===== config.mk =====
export PLATFORM = sky130hd
export DESIGN_NAME = spike_event_packer
export DESIGN_NICKNAME = d
export VERILOG_FILES = /design/src/rtl/ecg_spike_pkg.sv /design/src/rtl/spike_fifo.sv /design/src/rtl/spike_event_packer.sv
export SDC_FILE = /design/constraint.sdc
export NUM_CORES = 1
export LEC_CHECK = 0
export ABC_AREA = 1
export BUFFER_PORTS_ARGS = -buffer_cell sky130_fd_sc_hd__buf_2
export CORE_ASPECT_RATIO = 0.9
export CORE_UTILIZATION = 53
export DETAILED_ROUTE_END_ITERATION = 7
export PLACE_DENSITY = 0.73
export SLEW_MARGIN = 20
export SYNTH_ARGS = -nofsm -noshare
export SYNTH_HDL_FRONTEND = slang
export SYNTH_SLANG_ARGS = --single-unit

===== constraint.sdc =====
create_clock -name clk -period 4 [get_ports clk]
set_input_delay 0.2 -clock clk [delete_from_list [all_inputs] [get_ports clk]]
set_output_delay 0.2 -clock clk [all_outputs]
set_load 0.01 [all_outputs]

===== src/rtl/ecg_spike_pkg.sv =====
// ============================================================================
// Package     : ecg_spike_pkg
// Description : Shared channel codes, default field widths and small helpers
//               for the ECG spike event path (packer and classifier).
// Revision    : 1.0 - initial release
// ============================================================================
`default_nettype none

package ecg_spike_pkg;

  // Default dt field width and resulting event width {chan, dt}
  localparam int TS_W_DEF = 12;
  localparam int EV_W_DEF = TS_W_DEF + 2;

  // Channel code carried in the top two bits of every event
  typedef enum logic [1:0] {
    CH_NONE = 2'b00,
    CH_POS  = 2'b01,
    CH_NEG  = 2'b10,
    CH_BOTH = 2'b11
  } chan_t;

  // 8-bit increment that sticks at 255
  function automatic logic [7:0] sat_inc8(input logic [7:0] v, input logic inc);
    return (inc && (v != 8'hFF)) ? v + 8'd1 : v;
  endfunction

endpackage

`default_nettype wire


===== src/rtl/spike_fifo.sv =====
// ============================================================================
// Module      : spike_fifo
// Description : Synchronous FIFO with extra-MSB pointers. Push and pop in the
//               same cycle both succeed when full; pop while empty is ignored.
//               Head data is read from the registered storage array.
// Revision    : 1.0 - initial release
// ============================================================================
`default_nettype none

module spike_fifo
  import ecg_spike_pkg::*;
#(
  parameter int WIDTH = EV_W_DEF,
  parameter int DEPTH = 8
) (
  input  logic             clk,
  input  logic             reset,
  input  logic             push,
  input  logic             pop,
  input  logic [WIDTH-1:0] din,
  output logic             full,
  output logic             empty,
  output logic [WIDTH-1:0] dout
);

  localparam int AW = $clog2(DEPTH);

  logic [AW:0]      wr_ptr;
  logic [AW:0]      rd_ptr;
  logic [WIDTH-1:0] mem [DEPTH];
  logic             do_pop;
  logic             do_push;

  assign empty = (wr_ptr == rd_ptr);
  assign full  = (wr_ptr[AW] != rd_ptr[AW]) && (wr_ptr[AW-1:0] == rd_ptr[AW-1:0]);

  // A pop frees the head slot in the same cycle, so a full FIFO may still accept
  assign do_pop  = pop & ~empty;
  assign do_push = push & (~full | do_pop);

  assign dout = mem[rd_ptr[AW-1:0]];

  // Pointer and storage update; reset also clears storage so the head reads 0
  always_ff @(posedge clk or posedge reset) begin
    if (reset) begin
      wr_ptr <= '0;
      rd_ptr <= '0;
      for (int i = 0; i < DEPTH; i++) begin
        mem[i] <= '0;
      end
    end else begin
      if (do_push) begin
        mem[wr_ptr[AW-1:0]] <= din;
        wr_ptr              <= wr_ptr + 1'b1;
      end
      if (do_pop) begin
        rd_ptr <= rd_ptr + 1'b1;
      end
    end
  end

endmodule

`default_nettype wire


===== src/rtl/spike_event_packer.sv =====
// ============================================================================
// Module      : spike_event_packer
// Description : Turns rising edges on the positive / inverted ECG neuron spike
//               lines into {chan, dt} events, queues them in spike_fifo and
//               drains them over a valid/ready port. Sticky overflow flag.
//               Optional per-window spike rate counters are built only when
//               the macro SPIKE_RATE_EN is defined; otherwise the rate
//               outputs are constant 0.
// Revision    : 1.0 - initial release
// ============================================================================
`default_nettype none

module spike_event_packer
  import ecg_spike_pkg::*;
#(
  parameter int TS_W    = TS_W_DEF,
  parameter int DEPTH   = 8,
  parameter int WIN_LEN = 360
) (
  input  logic            clk,
  input  logic            reset,
  input  logic            spike_pos,
  input  logic            spike_neg,
  output logic            out_valid,
  input  logic            out_ready,
  output logic [TS_W+1:0] out_event,
  output logic            overflow,
  output logic [7:0]      rate_pos,
  output logic [7:0]      rate_neg,
  output logic            rate_valid
);

  // Elaboration-time parameter sanity
  if ((DEPTH < 2) || ((DEPTH & (DEPTH - 1)) != 0)) begin : g_bad_depth
    $error("spike_event_packer: DEPTH must be a power of 2 and >= 2");
  end
  if (WIN_LEN < 2) begin : g_bad_win
    $error("spike_event_packer: WIN_LEN must be >= 2");
  end

  logic            pos_q;
  logic            neg_q;
  logic            edge_pos;
  logic            edge_neg;
  logic            ev;
  chan_t           chan;
  logic [TS_W-1:0] dt_cnt;
  logic            fifo_full;
  logic            fifo_empty;
  logic            pop;
  logic            accept;

  // A level held high produces exactly one edge
  assign edge_pos = spike_pos & ~pos_q;
  assign edge_neg = spike_neg & ~neg_q;
  assign ev       = edge_pos | edge_neg;

  assign out_valid = ~fifo_empty;
  assign pop       = out_valid & out_ready;
  // Mirrors the FIFO's own acceptance rule so dt and overflow track real writes
  assign accept    = ev & (~fifo_full | pop);

  // Channel encode; simultaneous edges merge into a single CH_BOTH event
  always_comb begin
    chan = CH_NONE;
    if (edge_pos && edge_neg) begin
      chan = CH_BOTH;
    end else if (edge_pos) begin
      chan = CH_POS;
    end else if (edge_neg) begin
      chan = CH_NEG;
    end
  end

  // Previous-cycle spike levels for edge detection
  always_ff @(posedge clk or posedge reset) begin
    if (reset) begin
      pos_q <= 1'b0;
      neg_q <= 1'b0;
    end else begin
      pos_q <= spike_pos;
      neg_q <= spike_neg;
    end
  end

  // Cycles since the last stored event; saturates, restarts only on a real write
  always_ff @(posedge clk or posedge reset) begin
    if (reset) begin
      dt_cnt <= '0;
    end else if (accept) begin
      dt_cnt <= TS_W'(1);
    end else if (dt_cnt != {TS_W{1'b1}}) begin
      dt_cnt <= dt_cnt + TS_W'(1);
    end
  end

  // Sticky drop indicator
  always_ff @(posedge clk or posedge reset) begin
    if (reset) begin
      overflow <= 1'b0;
    end else if (ev && !accept) begin
      overflow <= 1'b1;
    end
  end

  spike_fifo #(
    .WIDTH (TS_W + 2),
    .DEPTH (DEPTH)
  ) u_fifo (
    .clk   (clk),
    .reset (reset),
    .push  (ev),
    .pop   (pop),
    .din   ({chan, dt_cnt}),
    .full  (fifo_full),
    .empty (fifo_empty),
    .dout  (out_event)
  );

`ifdef SPIKE_RATE_EN
  localparam int WIN_W = $clog2(WIN_LEN);

  logic [WIN_W-1:0] win_cnt;
  logic [7:0]       cnt_pos;
  logic [7:0]       cnt_neg;
  logic [7:0]       cnt_pos_nxt;
  logic [7:0]       cnt_neg_nxt;
  logic             win_end;

  assign win_end     = (win_cnt == WIN_W'(WIN_LEN - 1));
  // Edges are counted at detection, whether or not the FIFO took them
  assign cnt_pos_nxt = sat_inc8(cnt_pos, edge_pos);
  assign cnt_neg_nxt = sat_inc8(cnt_neg, edge_neg);

  // Window and per-channel counters; results and strobe register together at
  // the edge closing the last window cycle, so rate_valid and the new rates
  // appear in the same (following) cycle
  always_ff @(posedge clk or posedge reset) begin
    if (reset) begin
      win_cnt    <= '0;
      cnt_pos    <= '0;
      cnt_neg    <= '0;
      rate_pos   <= '0;
      rate_neg   <= '0;
      rate_valid <= 1'b0;
    end else begin
      rate_valid <= win_end;
      if (win_end) begin
        win_cnt  <= '0;
        cnt_pos  <= '0;
        cnt_neg  <= '0;
        rate_pos <= cnt_pos_nxt;
        rate_neg <= cnt_neg_nxt;
      end else begin
        win_cnt <= win_cnt + WIN_W'(1);
        cnt_pos <= cnt_pos_nxt;
        cnt_neg <= cnt_neg_nxt;
      end
    end
  end
`else
  assign rate_pos   = 8'd0;
  assign rate_neg   = 8'd0;
  assign rate_valid = 1'b0;
`endif

endmodule

`default_nettype wire

==> results of run 1 <==
-- critical path: stages, from the launching register on --
cell	delay (ns)
dfrtp_1	0.32
buf_4	0.32
inv_1	0.07
buf_4	0.25
nand2_1	0.09
nand2_1	0.08
nor2_4	0.14
nand4_4	0.67
nand3_1	0.91
nand2_1	0.13
nand2_1	0.09
-- flip-flops by register name (all words and copies together) (netlist names) --
register and flops:
u_fifo.wr_ptr 4, u_fifo.mem 112, overflow 1, neg_q 1, u_fifo.rd_ptr 4, dt_cnt 12, pos_q 1
-- synth_stat cells, types with 3 or more instances --
| master | instances | area share (%) |
|---|---|---|
| buf_1 | 6 | 0.32 |
| nand2_2 | 20 | 1.8 |
| xnor2_1 | 4 | 0.49 |
| inv_1 | 20 | 1.1 |
| nand4_1 | 114 | 10 |
| buf_2 | 23 | 1.6 |
| buf_6 | 5 | 0.79 |
| xor2_1 | 7 | 0.86 |
| nor3_2 | 5 | 0.70 |
| o22ai_1 | 29 | 2.5 |
| o21ai_0 | 56 | 3.9 |
| nand3_1 | 15 | 1.1 |
| clkbuf_1 | 40 | 2.1 |
| nand3_4 | 4 | 0.98 |
| o21ai_1 | 5 | 0.35 |
| inv_2 | 4 | 0.21 |
| nor2_1 | 75 | 4.0 |
| ha_1 | 3 | 0.53 |
| nand2_1 | 295 | 16 |
| dfrtp_1 | 135 | 47 |
| buf_4 | 20 | 2.1 |
| nor3_1 | 3 | 0.21 |
-- layout make-up --
type                    instances  area share, %
flip-flops and latches        135          43.22
multi-input cells             661          41.45
clock buffers                  18          5.617
repair buffers                 43          3.585
well taps                     164          2.624
clock inverters                14          2.256
inverters                      24          1.248
-- per-layer routing --
layer,global-route usage (%),vias to the layer above
met5,0,-
met4,10.79,0
met3,9.477,39
met2,43.13,290
met1,43.87,3061
li1,-,2963
-- what timing repair did --
action,CTS,global route
endpoints found under the hold margin,2,21
hold buffers,2,1
gates resized for setup,0,0
-- cells by family after synthesis --
family	count (synthesis)	synth area share [%]
and+or+nand+nor	538	35.40
DFF	135	47.45
buffers and inverters	118	8.207
AOI/OAI and AO/OA	92	7.012
xor gates and xnor gates	11	1.353
adders and majority gates	3	0.5273
other	1	0.05267
-- final timing paths --
path	from	end	slack [ns]	cells past startpoint
hold / removal	out_ready	u_fifo.rd_ptr[3]$_DFFE_PP0P_	0.03	3
min in group asynchronous	reset	u_fifo.mem[97]$_DFFE_PP0P_	0.44	3
setup reg to reg	u_fifo.rd_ptr[1]$_DFFE_PP0P_	u_fifo.mem[33]$_DFFE_PP0P_	0.84	10
setup / recovery	u_fifo.rd_ptr[1]$_DFFE_PP0P_	u_fifo.mem[33]$_DFFE_PP0P_	0.84	10
hold reg to reg	u_fifo.mem[94]$_DFFE_PP0P_	u_fifo.mem[94]$_DFFE_PP0P_	0.47	2
max in group asynchronous	reset	u_fifo.mem[88]$_DFFE_PP0P_	2.74	4
-- power by group --
part / internal (mW) / leakage [nW] / switching, mW
clock: 0.998 / 0.285 / 0.630
combinational: 0.701 / 1.89 / 1.50
sequential: 1.64 / 1.82 / 0.246
==> flow_summary.ini, run 1 <==
[placement]
port_buffers = 20
dpl_cell_area_um2 = 7171
gp_congestion = 0.8329
place_ws_ns = 0.8857
hpwl_um = 11380
dp.cells = 1024

[global_routing]
overflow = 0
antenna_found_initial = 0
grt_first_pass_wirelength_um = 31920
grtUsageTotal_pct = 30.49
grt_max_degree = 112
first_global_vias = 5987

[layout]
syn_to_final_growth_pct = 9.824
stdcell_area_um2 = 7819
final_core_util_pct = 60.69
drive_gt1_share_pct = 13.07
antennaDiodeCount = 0
seq_area_um2 = 3379
layout_commonest_cell = nand2_1
fin_nets = 890
n_fill_cell = 1141
layout.cells.non_filler = 1059
multiInputGateArea_um2 = 3241
mostFrequentLayoutCells = 295 x nand2_1, 134 x dfrtp_1, 114 x nand4_1, 75 x nor2_1, 56 x o21ai_0

[clocking]
clock_latency_ns = 0.44
root_buffer = clkbuf_16
htree_levels = 4
clkTransAtPathRegs_ns = 0.06
cts_tree = built
cts.sink_count = 135
cts_made_buffers = 17
post_cts_buffers = 0
ctsLongestPathBuffers = 2

[floorplan]
core_area_um2 = 12880
die_height_um = 112.0
start_util_pct = 55.26
die_w_um = 124.2
dieArea_um2 = 13900
io_pins = 38
placementRows = 39

[timing]
timing.final.crit_period_ns = 3.158
tns_ns = 0
rsz0062_at_grt = false
tightest_slew_ns = 0.8851
finalWorstSetupSlack_ns = 0.8421
whs_ns = 0.02546
max-slew-margin-rel_pct = 40.88
max_freq_ghz = 0.3167
clock-skew-final_ns = 0.006234
drv_slew = 0
setup_viol = 0
period_share_pct = 78.95
hold_viol = 0

[synthesis]
synthArstFlopShare_pct = 100.0
synth_edf_count = 0
ys_warn_count = 0
ys_seq_area_share_pct = 47.45
postSynthAreaPerCell_um2 = 7.928
synth_cell_types = 32
synthFlopType = dfrtp_1
synthCells = 898
syn_area_um2 = 7119
synth-seq-cells = 135

[status]
status = completed

[detailed_routing]
first_pass_iters = 6
wl_met1_um = 8687
wl_met3_um = 1692
drt-total-wl_um = 19120
dr.max_layer_used = met4
met2RoutedLength_um = 8328
drtIter0Drc = 717
drtAntennaViolNets = 0
vias = 6353
vias_per_cell = 5.999
wl_per_cell_um = 18.05
remaining_drc_errors = 0

[power]
power_mw = 5.716
cellPowerDensity_nw_per_um2 = 731.1
p_leak_nw = 3.996
ir_worst_vdd_mv = 0.6132

[worst_setup_path]
crit_arrival_ns = 3.53
cp-end-kind = flop
critPathRequiredTime_ns = 4.37
path_max_fanout = 53
worstSetupPathType = reg2reg
cp-start-kind = flop

[hold_path]
worst_hold_path_type = in2reg

[job]
max-cap-violations = 0
No activity file was read; power rests on OpenSTA's default activity.
==> run 2: changes to the inputs <==
ABC_AREA = 0   (was 1)
PLACE_DENSITY = 0.74   (was 0.73)
clock period = 2.65 ns   (was 4 ns; I/O delays follow)
==> flow_summary.ini, run 2 <==
[synthesis]
syn_area_um2 = 6548
synthCells = 482
synth_cell_types = 45
synth-seq-cells = 135
synth_edf_count = 0
ys_warn_count = 0
synth_adder_area_share_pct = 0.5733
synthTopCellsByArea = dfrtp_1 52%, mux4_2 9.6%, a22o_1 7.5%, o2bb2ai_1 6.2%, mux2_2 2.8%
postSynthAreaPerCell_um2 = 13.58
synth_top_area_share_pct = 51.60
synthTopCellsByCount = 135 x dfrtp_1, 56 x a22o_1, 46 x o2bb2ai_1
synth-simple-area-share_pct = 5.637
synth_top_family_by_area = compound AO/OA/AOI/OAI gates
synthArstFlopShare_pct = 100.0
synth_largest_area_cell = dfrtp_1
yosysMostFrequentCell = dfrtp_1
synth_xor_area_share_pct = 1.739
yosys-mux-area-fraction_pct = 12.84
synth_compound_area_share_pct = 22.00
synthFlopType = dfrtp_1
ys_seq_area_share_pct = 51.60

[timing]
hold_viol = 0
timing.final.crit_period_ns = 2.502
rsz0062_at_grt = false
setup_viol = 0
period_share_pct = 94.42
tightest_slew_ns = 1.103
finalWorstSetupSlack_ns = 0.1479
clock-skew-final_ns = 0.004967
drv_slew = 0
max-slew-margin-rel_pct = 26.47
tns_ns = 0
max_freq_ghz = 0.3997

[floorplan]
io_pins = 38
die_height_um = 107.4
placementRows = 38
die_w_um = 119.2
core_area_um2 = 12030
start_util_pct = 54.43
dieArea_um2 = 12800

[clocking]
post_cts_buffers = 0
cts_tree = built
cts.sink_count = 135
clkTransAtPathRegs_ns = 0.06
cts_resized = 0
root_buffer = clkbuf_16
htree_levels = 4
hold_buffers = 3
ctsLongestPathBuffers = 2
clock_latency_ns = 0.42
cts_made_buffers = 17

[worst_setup_path]
r2r_setup_slack_ns = 0.41
path_max_fanout = 31
critPathRequiredTime_ns = 2.52
cp-end-kind = output pin
worstSetupPathType = reg2out
crit_arrival_ns = 2.37
cp-start-kind = flop

[layout]
antennaDiodeCount = 0
largest_reg_flops = 112
layout_commonest_cell = dfrtp_1
fin_nets = 525
mostFrequentLayoutCells = 134 x dfrtp_1, 56 x a22o_1, 46 x o2bb2ai_1, 29 x buf_4, 28 x mux4_2
largest_register = u_fifo.mem
drive_gt1_share_pct = 28.08
syn_to_final_growth_pct = 13.05
largestRegisters = u_fifo.mem: 112 flops, dt_cnt: 12 flops

[detailed_routing]
wl_per_cell_um = 23.64
vias_per_cell = 6.504
drtIter0Drc = 489
drt-total-wl_um = 16240
drtAntennaViolNets = 0
first_pass_iters = 5
vias = 4468
remaining_drc_errors = 0

[global_routing]
grt_max_degree = 136
first_global_vias = 4541
grtUsageTotal_pct = 27.66
overflow = 0
grt_first_pass_wirelength_um = 25800
antenna_found_initial = 0

[power]
p_leak_nw = 3.184
cellPowerDensity_nw_per_um2 = 1086
ir_worst_vdd_mv = 0.5555

[placement]
place_ws_ns = 0.4828
hpwl_um = 10280
port_buffers = 20
gp_congestion = 0.8492

[job]
max-cap-violations = 0

[status]
status = completed

[hold_path]
worst_hold_path_type = in2reg
==> run 2: cell count changes after synthesis, sizes merged, moves of 29 or more <==
cell and delta:
nand2 -298, nand4 -112, nor2 -62, a22o +56
o2bb2ai +56, o21ai -55, clkbuf -30, o22ai -29
==> run 2: worst max-delay path, cell delays in order (launching register included) <==
cell and delay [ns]:
dfrtp_2 0.36, buf_4 0.54, mux4_2 0.62, mux2_2 0.28, buf_2 0.14
==> run 2: worst paths after layout <==
path,startpoint,to,depth (start not counted)
min reg2reg,overflow$_DFFE_PP0P_,overflow$_DFFE_PP0P_,1
max,u_fifo.rd_ptr[0]$_DFFE_PP0P_,out_event[12],4
max in group asynchronous,reset,dt_cnt[10]$_DFFE_PP0P_,4
max reg2reg,u_fifo.wr_ptr[1]$_DFFE_PP0P_,u_fifo.mem[31]$_DFFE_PP0P_,5
min in group asynchronous,reset,u_fifo.mem[9]$_DFFE_PP0P_,4
min,out_ready,u_fifo.rd_ptr[0]$_DFFE_PP0P_,4
==> run 2: routing by layer <==
layer / part of all wire [%] / GRT usage (%)
met1: 44 / 37.81
met4: 2.8 / 11.03
met3: 6.7 / 7.362
met2: 46 / 42.19
met5: 0 / 0
==> run 2: power by group <==
group	total, mW	switching [mW]	internal (mW)	leakage (nW)
sequential	2.82	0.313	2.51	1.80
clock	2.23	0.814	1.41	0.270
combinational	3.00	1.72	1.27	1.11
==> run 2: through the flow <==
stage	std cells	utilization [%]	power [mW]	cell area (um^2)	hold WS, ns
after floorplan	498	-	4.984	6611	0.1639
after global placement	655	56.74	5.724	6825	0.2581
after detailed placement	655	56.74	5.803	6825	0.2631
after CTS	687	61.54	8.053	7402	0.1557
after global routing	687	61.54	8.408	7402	0.1663
final	687	61.54	8.042	7402	0.1655
==> run 2: final cells by class <==
type	instances	area (um^2)
Fill cell	875	4627
Sequential cell	135	3379
Multi-Input combinational cell	304	2865
Clock buffer	24	471.7
Timing Repair Buffer	54	387.9
Tap cell	160	200.2
Clock inverter	5	75.07
Inverter	5	22.52
==> run 2: cell families (layout without fill, tap and decap cells) <==
family	Yosys count	after routing
DFF	135	135
buffers and inverters	59	88
and+or+nand+nor	74	74
AOI/OAI and AO/OA	150	150
muxes	47	47
adders and majority gates	3	3
other	1	17
xor gates and xnor gates	13	13
